## src/rtl/bin2bcd_pkg.sv

```systemverilog
// Shared types and constants for the bin2bcd_sum double-dabble converter.
// The optional LOW_BAT_ALARM_EN feature needs nothing extra from this package.
package bin2bcd_pkg;

    typedef enum logic [1:0] {
        IDLE,
        CONV,
        DONE
    } state_t;

    localparam int         DIGIT_W   = 4;
    localparam logic [3:0] ADJ_LIMIT = 4'd5;
    localparam logic [3:0] ADJ_ADD   = 4'd3;

    // Counter must hold the value WIDTH itself, hence the +1.
    function automatic int cnt_width(input int width);
        return $clog2(width + 1);
    endfunction

endpackage

```

## src/rtl/bcd_add3.sv

```systemverilog
// Single BCD digit pre-shift correction: digits of 5 or more get +3 so that
// the following left shift carries correctly into the next decimal digit.
module bcd_add3
    import bin2bcd_pkg::*;
(
    input  logic [DIGIT_W-1:0] digit,
    output logic [DIGIT_W-1:0] adjusted
);

    assign adjusted = (digit >= ADJ_LIMIT) ? digit + ADJ_ADD : digit;

endmodule

```

## src/rtl/bin2bcd_sum.sv

```systemverilog
// Iterative binary-to-BCD converter (shift-add-3, one bit per clock) with
// valid/ready on both sides. Define LOW_BAT_ALARM_EN to add the low_bat flag.
module bin2bcd_sum
    import bin2bcd_pkg::*;
#(
    parameter int WIDTH  = 9,
    parameter int DIGITS = 3
`ifdef LOW_BAT_ALARM_EN
    ,
    parameter int UMBRAL = 100
`endif
) (
    input  logic                      clk,
    input  logic                      rst_n,
    input  logic                      in_valid,
    output logic                      in_ready,
    input  logic [WIDTH-1:0]          bin,
    output logic                      out_valid,
    input  logic                      out_ready,
    output logic [DIGIT_W*DIGITS-1:0] bcd
`ifdef LOW_BAT_ALARM_EN
    ,
    output logic                      low_bat
`endif
);

    localparam int BCD_W = DIGIT_W * DIGITS;
    localparam int CNT_W = cnt_width(WIDTH);

    state_t             state_q;
    state_t             state_d;
    logic               accept;
    logic               last_shift;
    logic [WIDTH-1:0]   shift_q;
    logic [WIDTH-1:0]   next_shift;
    logic [BCD_W-1:0]   scratch_q;
    logic [BCD_W-1:0]   adj;
    logic [BCD_W-1:0]   next_scratch;
    logic [CNT_W-1:0]   cnt_q;

    for (genvar i = 0; i < DIGITS; i++) begin : g_adj
        bcd_add3 u_add3 (
            .digit    (scratch_q[i*DIGIT_W +: DIGIT_W]),
            .adjusted (adj[i*DIGIT_W +: DIGIT_W])
        );
    end

    // The adjusted scratch and the binary shift register move left as one
    // long word; the MSB of the binary part enters the units digit.
    assign next_scratch = (adj << 1) | {{(BCD_W-1){1'b0}}, shift_q[WIDTH-1]};
    assign next_shift   = shift_q << 1;
    assign last_shift   = (state_q == CONV) && (cnt_q == CNT_W'(1));

    always_ff @(posedge clk or negedge rst_n) begin
        if (!rst_n) begin
            state_q <= IDLE;
        end else begin
            state_q <= state_d;
        end
    end

    always_comb begin
        state_d   = state_q;
        in_ready  = 1'b0;
        out_valid = 1'b0;
        accept    = 1'b0;
        unique case (state_q)
            IDLE: begin
                in_ready = 1'b1;
                if (in_valid) begin
                    accept  = 1'b1;
                    state_d = CONV;
                end
            end
            CONV: begin
                if (cnt_q == CNT_W'(1)) begin
                    state_d = DONE;
                end
            end
            DONE: begin
                out_valid = 1'b1;
                if (out_ready) begin
                    state_d = IDLE;
                end
            end
            default: state_d = IDLE;
        endcase
    end

    // bcd is only rewritten on the final shift, so it holds across handshakes.
    always_ff @(posedge clk or negedge rst_n) begin
        if (!rst_n) begin
            shift_q   <= '0;
            scratch_q <= '0;
            cnt_q     <= '0;
            bcd       <= '0;
        end else if (accept) begin
            shift_q   <= bin;
            scratch_q <= '0;
            cnt_q     <= CNT_W'(WIDTH);
        end else if (state_q == CONV) begin
            shift_q   <= next_shift;
            scratch_q <= next_scratch;
            cnt_q     <= cnt_q - 1'b1;
            if (last_shift) begin
                bcd <= next_scratch;
            end
        end
    end

`ifdef LOW_BAT_ALARM_EN
    localparam logic [WIDTH:0] THRESH = (WIDTH+1)'(UMBRAL);

    logic low_pend;

    // The comparison is taken on the captured sum and only published with bcd.
    always_ff @(posedge clk or negedge rst_n) begin
        if (!rst_n) begin
            low_pend <= 1'b0;
            low_bat  <= 1'b0;
        end else begin
            if (accept) begin
                low_pend <= ({1'b0, bin} < THRESH);
            end
            if (last_shift) begin
                low_bat <= low_pend;
            end
        end
    end
`endif

endmodule

```

## config.mk

```make
export PLATFORM = sky130hd
export DESIGN_NAME = bin2bcd_sum
export DESIGN_NICKNAME = d
export VERILOG_FILES = /design/src/rtl/bin2bcd_pkg.sv /design/src/rtl/bcd_add3.sv /design/src/rtl/bin2bcd_sum.sv
export SDC_FILE = /design/constraint.sdc
export NUM_CORES = 1
export LEC_CHECK = 0
export BUFFER_PORTS_ARGS = -buffer_cell sky130_fd_sc_hd__buf_2
export CORE_MARGIN = 1
export CORE_UTILIZATION = 47
export DETAILED_ROUTE_END_ITERATION = 12
export PLACE_DENSITY = 0.72
export SETUP_SLACK_MARGIN = 0.2
export SLEW_MARGIN = 10
export SYNTH_ARGS = -nofsm -noshare
export SYNTH_HDL_FRONTEND = slang
export SYNTH_SLANG_ARGS = --single-unit
```

## constraint.sdc

```tcl
create_clock -name clk -period 1.55 [get_ports clk]
set_input_delay 0.31 -clock clk [delete_from_list [all_inputs] [get_ports clk]]
set_output_delay 0.31 -clock clk [all_outputs]
set_load 0.01 [all_outputs]
```

==> results of run 1 <==
## kinds of logic after synthesis
kind of cell               after synthesis  share of synthesized area (%)
AOI/OAI and AO/OA                       61                           18.8
xor gates and xnor gates                 3                           1.35
adders and majority gates                8                           5.13
buffers and inverters                   19                           4.49
DFF                                     39                           50.0
muxes                                   12                           6.92
and+or+nand+nor                         46                           13.3
## worst register-to-register path: stages (launching register included)
cell and delay, ns:
dfrtp_1 0.40, inv_2 0.09, ha_4 0.12, nor3b_4 0.21, buf_6 0.15, nand2_8 0.08
mux2_4 0.31
## sequential cells by signal, summed over array words and instances, names as in the netlist
| name | cells |
|---|---|
| state_q | 2 |
| scratch_q | 12 |
| shift_q | 9 |
| cnt_q | 4 |
| bcd | 12 |
## final timing paths
path                            from         end  cells past startpoint
max                         cnt_q[1]      bcd[2]                      6
min in group asynchronous      rst_n      bcd[3]                      2
max reg2reg                 cnt_q[1]      bcd[2]                      6
min                        out_ready  state_q[1]                      2
min reg2reg                   bcd[8]      bcd[8]                      2
max in group asynchronous      rst_n  state_q[1]                      3
## power groups by stage
stage | sequential [mW] | clock, mW | combinational (mW)
3_3_place_gp | 1.83 | 0 | 2.01
6_report | 1.86 | 0.762 | 2.85
3_5_place_dp | 1.84 | 0 | 2.06
2_1_floorplan | 1.84 | 0 | 1.53
5_1_grt | 1.92 | 0.838 | 3.14
4_1_cts | 1.83 | 0.776 | 2.43
## per-stage QoR
stage,hold slack [ns],area [um^2]
2_1_floorplan,0.0144,2000
3_3_place_gp,0.187,2190
3_5_place_dp,0.186,2190
4_1_cts,0.212,2470
5_1_grt,0.217,2670
6_report,0.214,2670
## per-layer routing
metal	up-vias	share of wire, %	global-route usage (%)	wire (um)
met2	33	49	31.3	2130
met3	9	4.0	6.38	175
met5	-	0	0	0
met4	0	2.2	8.78	97
li1	773	-	-	-
met1	757	45	27.5	1990
## cells in the final DEF (no fill, tap or decap), types with 2 or more instances in the layout
cell,n
dfrtp_1,37
buf_2,25
buf_4,21
o21ai_0,20
nand2_1,16
a21oi_1,14
nor2b_1,10
a22o_1,9
inv_2,8
a22oi_1,7
clkbuf_8,7
buf_6,7
mux2_2,6
ha_4,5
nor2_1,4
nand2b_4,4
o21ai_1,4
a21oi_4,3
nor3b_1,3
mux2_4,3
ha_2,3
nand2b_1,2
mux2i_2,2
xnor2_1,2
dfrtp_2,2
## layout make-up
type / count / share of cell area (%)
flip-flops and latches: 39 / 36.7
clock buffers: 8 / 3.75
well taps: 50 / 2.34
repair buffers: 55 / 14.5
inverters: 9 / 1.27
multi-input cells: 132 / 41.5
## repair_timing
action	in CTS	in global routing
cloned	0	2
endpoints found under the setup margin	30	34
setup buffers	12	9
hold buffers	1	0
gates resized for setup	18	33
pin swaps	8	4
hold endpoints to repair	9	0
==> run summary, run 1 <==
Crit. End Element - register
Switching pwr - 2.09 mW
CTS sink cnt - 39
Worst Max-Slew Pin Slew - 0.407 ns
DRT antenna net count - 0
Data required time of the critical path - 1.74 ns
1st-iter DRT viols - 79
Vias in the first global route - 1,420
Placed cells - 261
Slew headroom - 72.8%
Core area - 4000 um^2
Die area - 4410 um^2
Pin count of the biggest net entering global routing - 19
Yosys warns - 0
Critical Path Fanout Max - 8
I/O pin count - 27
Final Critical Period - 1.47 ns
DIE HEIGHT - 66.4 um
CP delay by family, top - flip-flops
CTS Buffer Depth - 2
Vias per cell - 5.37
# port buffers - 26
WL final - 4390 um
Worst skew pair latency - 0.30 ns
DRC - 0
Switching portion of total power - 38.2%
Starting Density - 48.8%
Final #Nets - 263
Seq/Total Area, Yosys - 50.0%
# setup viols final - 0
Non-filler cells, final - 293
GRT overflow - 0
Worst reg2reg setup slack - 0.08 ns
Unique masters post-synth - 26
Post-synth EDFFs - 0
Area Growth Syn to Fin - 36.7%
Clock-pin slew on the worst setup and hold paths - 0.08 ns
Worst Clk Skew - 0.00363 ns
Tcrit/Tclk final - 95.0%
Synth top area share - 50.0%
Antenna diode count - 0
Largest area contributor in the netlist - dfrtp_1
Pins Over Slew Limit - 0
Worst EP arrival - 1.66 ns
Cells taking the most area after synthesis - dfrtp_1 50%, o21ai_0 6.2%, ha_1 5.1%
Detail Placement HPWL - 2550 um
Top cells by count, synth - 39 x dfrtp_1, 24 x o21ai_0, 18 x a21oi_1
Crit-path slowest cell - dfrtp_1
Min-Delay Path Class - in -> reg
Clock Tree Root - clkbuf_8
Syn Area/Cell - 10.4 um^2
Flops & latches, synth - 39
Dpl ws - 0.0552 ns
Fillers - 283
Min setup slack post-route - 0.0777 ns
Worst path cell trace - inv_2 > ha_4 > nor3b_4 > buf_6 > nand2_8 > mux2_4
Pwr Density - 2050 nW/um^2
Reg area - 978 um^2
Maximum vdd drop - 0.00114 V
TritonCTS buffer count - 5
Routed length per instance - 15.0 um
Clk pwr share - 13.9%
Max Clock Freq - 679 MHz
Via count - 1,572
Ys async rst share - 100%
Post-Syn Area - 1950 um^2
Share of cells above drive strength 1 - 44.4%
Pint - 3.39 mW
Fin util - 66.7%
Global-route wire length before repair - 6580 um
Max_cap viols - 0
Mapped Cells - 188
Row cnt - 23
GP Congestion - 0.803
Sequential power share - 34.0%
Total Routing Usage GR - 20.7%
Multi-input logic area - 1110 um^2
Worst Setup Start Kind - register
Kind of critical path - reg -> reg
Combinational share of power - 52.1%
Count leader, synth - dfrtp_1
WP buf/inv - 2
Pwr Total - 5.47 mW
Post-Syn Nets - 209
Hold Fails Final Rpt - 0
CTS tree - yes
Primary FF master, synth - dfrtp_1
Leakage power - 1.25 nW
Drt pass-1 iters - 4
Status - finished, final reports clean
Initial antenna violation count - 0
Setup TNS - 0 ns
Die Width - 66.4 um
CTS H-Tree Depth - 2
RSZ-0062 raised after global routing - true
Largest stage delay, worst path - 0.40 ns
(Power assumes the default switching activity.)
==> inputs of run 2 (changes only) <==
Settings changed: ABC_AREA from default to 1.
==> run 2 against run 1 <==
Net effect:
- utilization down 5.0 points
- critical path type is now reg -> out
- largest power group unchanged
- sequential share of layout area up 5.0 points
- synthesized cell count up 21%
- critical endpoint is now out_valid
==> run summary, run 2 <==
Hold Fails Final Rpt - 0
Clock-pin slew on the worst setup and hold paths - 0.08 ns
Critical Path End - out_valid
CTS sink cnt - 39
Drt pass-1 iters - 4
Switching pwr - 2.23 mW
Mapped Cells - 228
Pwr Total - 5.04 mW
Die Width - 66.3 um
Antenna diode count - 0
Max_cap viols - 0
Min-Delay Path Class - in -> reg
RSZ-0062 raised after global routing - true
Unique masters post-synth - 24
Fillers - 326
Setup TNS - 0 ns
Largest regs - bcd x12, scratch_q x12, shift_q x9
TritonCTS buffer count - 5
Kind of critical path - reg -> out
Placed cells - 301
Combinational share of power - 50.6%
Die area - 4390 um^2
GP Congestion - 0.782
Pin count of the biggest net entering global routing - 19
Worst EP arrival - 0.99 ns
Initial antenna violation count - 0
# port buffers - 26
Vias in the first global route - 1,460
WL final - 3790 um
Global-route wire length before repair - 6390 um
GRT overflow - 0
Vias per cell - 4.99
Clk pwr share - 13.4%
Largest area contributor in the netlist - dfrtp_1
Tcrit/Tclk final - 83.6%
Switching portion of total power - 44.2%
DIE HEIGHT - 66.3 um
Hold Crit Depth - 2
Share of cells above drive strength 1 - 26.6%
Yosys warns - 0
Endpoint of the worst register-to-register path - scratch_q[5]
Clock Tree Root - clkbuf_8
Count leader, synth - nand2_1
Post-Syn Area - 1940 um^2
Slew headroom - 75.7%
Worst Setup Start Kind - register
CTS Buffer Depth - 2
Detail Placement HPWL - 2510 um
# setup viols final - 0
Sequential power share - 36.0%
FF-to-FF Start - scratch_q[4]
Multi-input logic area - 880 um^2
Via count - 1,592
Commonest cells after routing, fill and taps aside - 82 x nand2_1, 39 x dfrtp_1, 28 x nand3_1, 26 x buf_2, 15 x inv_1
CTS H-Tree Depth - 2
Worst Max-Slew Pin Slew - 0.365 ns
Cells taking the most area after synthesis - dfrtp_1 50%, nand2_1 17%, nand3_1 8.0%
Row cnt - 22
Most common cell after layout, fill and taps aside - nand2_1
Starting Density - 51.1%
Maximum vdd drop - 0.00102 V
Status - finished, final reports clean
Final #Nets - 291
DRT antenna net count - 0
Crit. End Element - output pin
Core area - 3800 um^2
Leakage power - 1.26 nW
Ys async rst share - 100%
Total Routing Usage GR - 20.1%
Worst Clk Skew - 0.00815 ns
Flops & latches, synth - 39
Worst skew pair latency - 0.30 ns
Data required time of the critical path - 1.24 ns
Reg area - 976 um^2
Post-Syn Nets - 249
Pins Over Slew Limit - 0
CTS tree - yes
Area Growth Syn to Fin - 20.8%
DRC - 0
Hold_sp - out_ready
Max Clock Freq - 772 MHz
Top cells by count, synth - 86 x nand2_1, 39 x dfrtp_1, 31 x nand3_1
I/O pin count - 27
Post-synth EDFFs - 0
Non-filler cells, final - 319
Worst reg2reg setup slack - 0.28 ns
Primary FF master, synth - dfrtp_1
Syn Area/Cell - 8.51 um^2
Final Critical Period - 1.30 ns
Pwr Density - 2150 nW/um^2
1st-iter DRT viols - 96
Worst setup path start - state_q[0]
Critical Path Fanout Max - 4
Pint - 2.81 mW
Synth top area share - 50.3%
R2R depth - 6
Routed length per instance - 11.9 um
Seq/Total Area, Yosys - 50.3%
-- run 2: layout make-up --
class                   instances  share of cell area [%]
multi-input cells             162                    37.5
inverters                      23                    4.27
repair buffers                 39                    10.4
clock inverters                 2                   0.534
clock buffers                   6                    3.10
flip-flops and latches         39                    41.6
well taps                      48                    2.56
-- run 2: repair_timing --
item,CTS,global route
resized for setup,0,19
buffers inserted,1,8
hold endpoints to repair,15,0
pin swaps,1,2
hold buffers,1,0
setup endpoints to repair,1,28
-- run 2: worst max-delay path: stages (launching register included) --
cell	delay, ns
dfrtp_1	0.44
nor2_2	0.12
buf_2	0.13
-- run 2: kinds of logic after synthesis --
family                   synth area share, %
buffers and inverters                   6.64
AND/OR/NAND/NOR                         32.6
AO/OA/AOI/OAI                           4.84
adder cells (fa/ha/maj)                 5.16
XOR/XNOR                               0.451
flip-flops                              50.3
-- run 2: worst min-delay path by stage --
stage                 endpoint  slack [ns]
floorplan               bcd[0]        0.01
global placement        bcd[7]        0.25
detailed placement      bcd[7]        0.25
CTS                 state_q[1]        0.17
global route        state_q[1]        0.17
finish              state_q[1]        0.17
-- run 2: routing by layer --
metal / wire length (um) / part of all wire, % / vias up / track usage (%)
met3: 159 / 4.2 / 9 / 4.66
met2: 1770 / 47 / 42 / 33.2
met4: 88 / 2.3 / 0 / 9.57
met1: 1770 / 47 / 720 / 24.6
met5: 0 / 0 / - / 0
li1: - / - / 821 / -
-- run 2: through the flow --
step | area (um^2) | hold slack (ns) | setup slack [ns] | utilization [%]
finish | 2340 | 0.172 | 0.254 | 61.7
global route | 2340 | 0.171 | 0.169 | 61.7
CTS | 2230 | 0.167 | 0.202 | 58.8
detailed placement | 2130 | 0.251 | 0.207 | 56.1
global placement | 2130 | 0.249 | 0.225 | 56.1
floorplan | 1940 | 0.0144 | 0.272 | -
-- run 2: power by group through the flow --
stage	logic (mW)	clock network, mW	registers, mW
2_1_floorplan	1.74	0	1.83
3_3_place_gp	2.31	0	1.80
3_5_place_dp	2.36	0	1.81
4_1_cts	2.38	0.704	1.79
5_1_grt	2.93	0.744	1.88
6_report	2.55	0.677	1.81
==> inputs of run 3 (changes only) <==
Clock period 1.55 ns to 1 ns, I/O delays scaled along.
==> run 3 against run 2 <==
Net effect:
- non-clock buffer count is 36 higher
- design area is 25% higher
- die area unchanged
- utilization is 15 points higher
- largest power group unchanged
- sequential share of layout area shrank 8.2 points
- the run now ends with setup timing left
- sequential cell count unchanged
- clock power increased by 43%
- combinational power increased to 2.5 times the previous value
- final cell count grew 11%
- register-to-register slack got worse by 0.54 ns
- total power grew 100%
- critical path type unchanged
==> run summary, run 3 (synthesis results as in run 2) <==
Status - finished, violations left
Failing checks - setup timing
Setup TNS - -8.28 ns
Pin count of the biggest net entering global routing - 40
Most common cell after layout, fill and taps aside - nand2_1
Hold_sp - out_ready
GP Congestion - 0.859
Die area - 4390 um^2
Core area - 3800 um^2
Maximum vdd drop - 0.00223 V
Reg area - 978 um^2
FF-to-FF Start - scratch_q[1]
CTS H-Tree Depth - 2
Row cnt - 22
Worst setup path start - state_q[1]
Critical Path Fanout Max - 2
Worst Max-Slew Pin Slew - 0.285 ns
Worst reg2reg setup slack - -0.26 ns
RSZ-0062 raised after global routing - true
Largest regs - bcd x12, scratch_q x12, shift_q x9
I/O pin count - 27
Worst skew pair latency - 0.29 ns
# setup viols final - 49
Antenna diode count - 0
Kind of critical path - reg -> out
CTS tree - yes
Multi-input logic area - 1140 um^2
Initial antenna violation count - 0
Tcrit/Tclk final - 128%
Max_cap viols - 0
TritonCTS buffer count - 5
Pwr Density - 3510 nW/um^2
# port buffers - 26
Min setup slack post-route - -0.280 ns
Area Growth Syn to Fin - 50.5%
Routed length per instance - 13.5 um
Total Routing Usage GR - 24.5%
1st-iter DRT viols - 110
Final Critical Period - 1.28 ns
WL final - 4770 um
Die Width - 66.3 um
CTS sink cnt - 39
Dpl ws - -0.249 ns
Fillers - 244
Vias in the first global route - 1,867
Max Clock Freq - 781 MHz
DRT antenna net count - 0
Fin util - 76.9%
Clock Tree Root - clkbuf_8
Global-route wire length before repair - 8090 um
Min-Delay Path Class - in -> reg
Leakage power - 1.51 nW
Final #Nets - 328
Via count - 1,807
Drt pass-1 iters - 4
Non-filler cells, final - 354
Crit. End Element - output pin
CTS Buffer Depth - 2
Worst Setup Start Kind - register
Pins Over Slew Limit - 0
Hold WS - 0.0881 ns
GRT overflow - 0
DIE HEIGHT - 66.3 um
Detail Placement HPWL - 3050 um
Clock-pin slew on the worst setup and hold paths - 0.06 ns
Worst EP arrival - 1.08 ns
Commonest cells after routing, fill and taps aside - 64 x nand2_1, 41 x buf_4, 37 x dfrtp_1, 25 x buf_2
Starting Density - 51.1%
Worst Clk Skew - 0.00867 ns
DRC - 0
Data required time of the critical path - 0.80 ns
Vias per cell - 5.10
Slew headroom - 80.9%
Share of cells above drive strength 1 - 49.7%
Hold Fails Final Rpt - 0
Placed cells - 326
==> run 3: worst paths after layout <==
path,to,depth (start not counted)
worst max register to register,bcd[4],8
worst min-delay path,state_q[1],2
worst max-delay path,in_ready,3
min in group asynchronous,scratch_q[5],3
worst min register to register,shift_q[0],2
max in group asynchronous,scratch_q[0],3
==> run 3: area by class of cell <==
class / count / area share (%)
timing repair buffer: 75 / 19.1
timing repair inverter: 1 / 0.300
clock buffer: 6 / 2.48
tap: 48 / 2.06
inverter: 23 / 3.60
sequential: 39 / 33.5
multi-input combinational: 162 / 38.9
==> run 3: layer usage <==
| metal | GRT usage [%] | share of wire (%) | vias to the layer above |
|---|---|---|---|
| met5 | 0 | 0 | - |
| li1 | - | - | 905 |
| met4 | 7.98 | 2.5 | 0 |
| met3 | 4.31 | 3.8 | 11 |
| met1 | 28.8 | 43 | 847 |
| met2 | 44.5 | 51 | 44 |
==> run 3: worst max-delay path, stage by stage, from the launching register on <==
cell,delay [ns]
dfrtp_1,0.41
buf_4,0.15
nor2_4,0.12
buf_6,0.12
==> run 3: through the flow <==
step                power, mW  area [um^2]
CTS                      9.67         2790
floorplan                5.81         2010
global route             11.1         2920
finish                   10.3         2920
detailed placement       7.56         2410
global placement         7.41         2410
==> run 3: timing repair <==
item	4_1_cts	5_1_grt
setup endpoints to repair	53	53
gates cloned	1	0
gates resized for setup	49	22
setup buffers	15	5
pin swaps	39	8
hold buffers	1	0
hold endpoints to repair	39	0
==> run 3: power breakdown <==
part | switching [mW] | internal [mW] | total (mW)
Sequential | 0.574 | 2.32 | 2.90
Combinational | 3.40 | 3.01 | 6.40
Clock | 0.501 | 0.464 | 0.966
